File: src/rtl/alu_op_sequencer.sv
// Operand/issue sequencer in front of a combinational ALU: register-file read, registered ALU drive,
// result capture with writeback and flags. Define ALU_OP_SEQ_R0_ZERO_EN to hard-wire register 0 to zero.
//
// state | meaning
// IDLE  | instr_ready high, waiting for an instruction
// READ  | operands read from the register file into alu_a/alu_b/alu_sel
// EXEC  | ALU inputs stable; result captured, written back, flags updated
// RESP  | res_valid high until res_ready

module alu_op_sequencer #(
   parameter int WIDTH = 4,
   parameter int NREGS = 4,
   localparam int AW = (NREGS > 1) ? $clog2(NREGS) : 1
) (
   input  logic             clk,
   input  logic             rst,
   input  logic             instr_valid,
   output logic             instr_ready,
   input  logic [2:0]       instr_op,
   input  logic [AW-1:0]    instr_rd,
   input  logic [AW-1:0]    instr_rs1,
   input  logic [AW-1:0]    instr_rs2,
   input  logic             wr_en,
   input  logic [AW-1:0]    wr_addr,
   input  logic [WIDTH-1:0] wr_data,
   output logic [WIDTH-1:0] alu_a,
   output logic [WIDTH-1:0] alu_b,
   output logic [2:0]       alu_sel,
   input  logic [WIDTH-1:0] alu_result,
   input  logic             alu_carry,
   output logic             res_valid,
   input  logic             res_ready,
   output logic [WIDTH-1:0] res_data,
   output logic             flag_z,
   output logic             flag_c,
   input  logic [AW-1:0]    dbg_addr,
   output logic [WIDTH-1:0] dbg_data
);

`ifdef ALU_OP_SEQ_R0_ZERO_EN
   localparam bit R0_ZERO = 1'b1;
`else
   localparam bit R0_ZERO = 1'b0;
`endif

   localparam logic [2:0] OP_ADD = 3'b000;
   localparam logic [2:0] OP_SUB = 3'b001;

   typedef enum logic [1:0] {
      IDLE = 2'd0,
      READ = 2'd1,
      EXEC = 2'd2,
      RESP = 2'd3
   } state_t;

   state_t state, state_next;

   logic [2:0]       op_q;
   logic [AW-1:0]    rd_q;
   logic [AW-1:0]    rs1_q;
   logic [AW-1:0]    rs2_q;
   logic [WIDTH-1:0] rf [NREGS];

   logic             accept;
   logic             read_fire;
   logic             exec_fire;
   logic             resp_done;
   logic [WIDTH-1:0] opnd_a;
   logic [WIDTH-1:0] opnd_b;
   logic             wr_allowed;
   logic             wb_allowed;

   always_comb begin
      state_next  = state;
      instr_ready = 1'b0;
      accept      = 1'b0;
      read_fire   = 1'b0;
      exec_fire   = 1'b0;
      resp_done   = 1'b0;
      case (state)
         IDLE: begin
            instr_ready = 1'b1;
            if (instr_valid) begin
               accept     = 1'b1;
               state_next = READ;
            end
         end
         READ: begin
            read_fire  = 1'b1;
            state_next = EXEC;
         end
         EXEC: begin
            exec_fire  = 1'b1;
            state_next = RESP;
         end
         RESP: begin
            if (res_ready) begin
               resp_done  = 1'b1;
               state_next = IDLE;
            end
         end
         default: state_next = IDLE;
      endcase
   end

   always_ff @(posedge clk) begin
      if (rst) state <= IDLE;
      else     state <= state_next;
   end

   // Register 0 optionally reads as zero and ignores every write
   assign opnd_a     = (R0_ZERO && rs1_q == '0) ? '0 : rf[rs1_q];
   assign opnd_b     = (R0_ZERO && rs2_q == '0) ? '0 : rf[rs2_q];
   assign dbg_data   = (R0_ZERO && dbg_addr == '0) ? '0 : rf[dbg_addr];
   assign wr_allowed = !(R0_ZERO && wr_addr == '0);
   assign wb_allowed = !(R0_ZERO && rd_q == '0);

   always_ff @(posedge clk) begin
      if (rst) begin
         op_q      <= '0;
         rd_q      <= '0;
         rs1_q     <= '0;
         rs2_q     <= '0;
         alu_a     <= '0;
         alu_b     <= '0;
         alu_sel   <= '0;
         res_data  <= '0;
         res_valid <= 1'b0;
         flag_z    <= 1'b0;
         flag_c    <= 1'b0;
         for (int i = 0; i < NREGS; i++) rf[i] <= '0;
      end else begin
         if (accept) begin
            op_q  <= instr_op;
            rd_q  <= instr_rd;
            rs1_q <= instr_rs1;
            rs2_q <= instr_rs2;
         end
         if (read_fire) begin
            alu_a   <= opnd_a;
            alu_b   <= opnd_b;
            alu_sel <= op_q;
         end
         if (exec_fire) begin
            res_data  <= alu_result;
            flag_z    <= (alu_result == '0);
            res_valid <= 1'b1;
            if (op_q == OP_ADD || op_q == OP_SUB) flag_c <= alu_carry;
         end else if (resp_done) begin
            res_valid <= 1'b0;
         end
         if (wr_en && wr_allowed) rf[wr_addr] <= wr_data;
         // Later assignment: writeback wins over a same-cycle external write
         if (exec_fire && wb_allowed) rf[rd_q] <= alu_result;
      end
   end

endmodule

File: config.mk
export PLATFORM = sky130hd
export DESIGN_NAME = alu_op_sequencer
export DESIGN_NICKNAME = d
export VERILOG_FILES = /design/src/rtl/alu_op_sequencer.sv
export SDC_FILE = /design/constraint.sdc
export NUM_CORES = 1
export LEC_CHECK = 0
export CAP_MARGIN = 30
export CORE_ASPECT_RATIO = 1.25
export CORE_MARGIN = 2
export CORE_UTILIZATION = 54
export CTS_CLUSTER_SIZE = 20
export DETAILED_ROUTE_END_ITERATION = 6
export GPL_TIMING_DRIVEN = 0
export PLACE_DENSITY = 0.84
export SETUP_SLACK_MARGIN = 0.05
export SKIP_CTS_REPAIR_TIMING = 1
export SYNTH_ARGS = -nofsm -noshare
export SYNTH_HDL_FRONTEND = slang
export SYNTH_SLANG_ARGS = --single-unit
export TNS_END_PERCENT = 30
File: constraint.sdc
create_clock -name clk -period 2.65 [get_ports clk]
set_input_delay 0.53 -clock clk [delete_from_list [all_inputs] [get_ports clk]]
set_output_delay 0.53 -clock clk [all_outputs]
set_load 0.02 [all_outputs]
==> reports/qor.csv <==
metric,value,unit
Cells after DPL,306,
I/O pin total,50,
final net count,289,
core area,0.00407,sq mm
clock tree buffer depth,2,
final core occ,71.5,%
CTS sink cnt,45,
Routed Antenna Nets,0,
Hold Path Depth,2,
Pwr Density,768,mW/mm^2
sequential area share after synthesis,46.6,%
RSZ-0062 raised after global routing,false,
"Max stage delay cell, worst path",clkdlybuf4s50_1,
total number of vias,1769,
Final Non-Filler Cells,314,
Inserted Diodes,0,
CP arrival,2.01,ns
min Tclk post-route,2.54,ns
die area,0.00476,sq mm
number of global-route vias before repair,1777,
max_slew headroom,62.7,%
Syn Nets,235,
worst-path cell chain,"clkdlybuf4s50_1, mux4_2, clkdlybuf4s50_1",
row count,26,
Ys Warns,0,
Synth area leader,dfxtp_1,
Post-Route Setup TNS,0,ns
GPL Wtd Cong,0.940,
die width,62.1,um
clk slew on worst S/H paths,0.08,ns
Hold Startpoint,op_q[0],
Detailed Route WL,4.77,mm
Top delay family on crit path,buffers and inverters,
Worst R2R Start,state[0],
final period utilization,95.9,%
Via-to-Cell Ratio,5.63,
H-tree levels,2,
max cap viols,0,
Setup Crit Path Kind,primary input to output pin,
CP Depth,3,
Clock Latency Late Sink,0.29,ns
Initial DRT Pass Iterations,4,
VDD IR max,0.357,mV
Critical Path End Type,output pin,
CTS tree,built,
status,completed,
die height,76.6,um
Critical Path RT,2.12,ns
largest net degree at the start of global routing,15,
worst setup path startpoint,dbg_addr[1],
Setup Skew,0.0109,ns
I/O Buffers,47,
synth-to-layout area growth,27.7,%
detailed placer's ending HPWL,3.61,mm
crit start category,primary input,
setup violators final,0,
dominant cells by area after synthesis,"dfxtp_1 (25%), edfxtp_1 (21%), mux4_2 (12%)",
DR WL/cell,15.2,um
Worst Path Max Fanout,4,
"Slew Viols, Final",0,
Worst path max stage delay,0.58,ns
overall power,2.23,mW
Worst Path Buf+Inv,2,
proportion of netlist area held by the largest area contributor,25.5,%
initial antenna violation count,0,
Worst Max-Slew Pin Slew,0.559,ns
share of post-route cells with drive strength above 1,12.0,%
most frequent CP cell,clkdlybuf4s50_1,
leakage power,1.02,nW
Synth Instances,203,
CTS root buf,clkbuf_8,
final hold violations,0,
Mapped Area,0.00228,sq mm
initial core utilization,56.0,%
Tightest Hold Check Type,flip-flop to flip-flop,
Yosys reg bits,45,
Initial DRC Count,81,
TritonCTS buffer count,5,
first-pass GRT wire length,8.20,mm
drc violations,0,
Synth cell types,30,
r2r worst-path depth,5,
Setup WS pre-CTS,-0.168,ns
GRT Residual Overflow,0,
setup ws final,0.109,ns
GRT Total Usage,21.9,%
syn_area_per_cell,11.2,sq um
R2R setup slack,0.63,ns
fmax,394,MHz
[area by class of cell]
type	instances	area [sq um]
Buffer	15	96.3
Fill cell	304	1160
Tap cell	56	70.1
Multi-Input combinational cell	139	1110
Sequential cell	45	1060
Timing Repair Buffer	47	473
Clock buffer	6	72.6
Clock inverter	2	15.0
Inverter	4	15.0
[worst reg2reg max path: cells and delay by family, from the launching register on]
kind / cells / cell delay, ns
AOI/OAI and AO/OA: 1 / 0.33
adders and majority gates: 1 / 0.20
and+or+nand+nor: 1 / 0.47
buffers and inverters: 2 / 0.36
DFF: 1 / 0.34
[power by group]
group	internal, mW	total, mW	switching [mW]
sequential	0.840	0.931	0.0907
clock	0.186	0.417	0.231
combinational	0.449	0.885	0.436
[stage by stage]
step	area (sq um)	hold WS [ns]
after global placement	2820	0.445
after floorplan	2280	0.436
after global routing	2910	0.486
after detailed placement	2820	0.456
final	2910	0.468
after CTS	2910	0.467
[state kept, by name, indices dropped and copies added, names as in the netlist]
name / flops
flag_z: 1
rs1_q: 2
alu_b: 4
res_data: 4
rf: 16
alu_sel: 3
rd_q: 2
rs2_q: 2
flag_c: 1
alu_a: 4
state: 2
res_valid: 1
op_q: 3
[cell families (layout without fill, tap and decap cells)]
kind of cell	after synthesis	count (layout)	share of synthesized area, %
multiplexers	29	29	19.3
flip-flops	45	45	46.6
AO/OA/AOI/OAI	33	33	9.77
adder cells (fa/ha/maj)	5	5	2.75
buffers and inverters	19	74	4.89
AND/OR/NAND/NOR	72	72	16.7
[Yosys cell counts]
cell,n
a21oi_1,11
a311o_1,4
and4b_1,1
buf_1,3
buf_2,2
buf_4,2
buf_6,4
clkbuf_1,4
dfxtp_1,29
edfxtp_1,16
ha_1,5
inv_1,4
mux2i_1,17
mux4_2,12
nand2_1,33
nand3_1,9
nor2_1,18
nor2b_1,2
nor2b_4,1
nor3_1,1
nor3b_1,1
nor4_1,2
nor4b_4,1
nor4bb_4,2
o21a_1,1
o21ai_0,1
o21ai_1,4
o31ai_1,8
o41ai_1,4
or3b_1,1
[per-layer routing]
| layer | vias to the layer above | track usage, % | routed length, um |
|---|---|---|---|
| met2 | 66 | 39.6 | 2570 |
| met4 | 0 | 8.44 | 71 |
| met5 | - | 0 | 0 |
| li1 | 851 | - | - |
| met3 | 8 | 3.99 | 233 |
| met1 | 844 | 25.6 | 1900 |
[layout by cell type (no fill, tap or decap), types with 4 or more instances in the layout]
| cell | instances |
|---|---|
| clkbuf_1 | 5 |
| o21ai_1 | 4 |
| nand2_1 | 33 |
| edfxtp_1 | 16 |
| ha_1 | 5 |
| dfxtp_1 | 29 |
| o41ai_1 | 4 |
| nor2_1 | 18 |
| a21oi_1 | 11 |
| buf_6 | 4 |
| clkbuf_8 | 5 |
| a311o_1 | 4 |
| mux4_2 | 12 |
| clkdlybuf4s50_1 | 46 |
| nand3_1 | 9 |
| inv_1 | 4 |
| o31ai_1 | 8 |
| mux2i_1 | 17 |
[worst paths after layout]
path                 end
max reg2reg     rf[0][1]
min reg2reg      op_q[0]
max          dbg_data[0]
min              op_q[0]
Power figures use the tool's default switching activity.
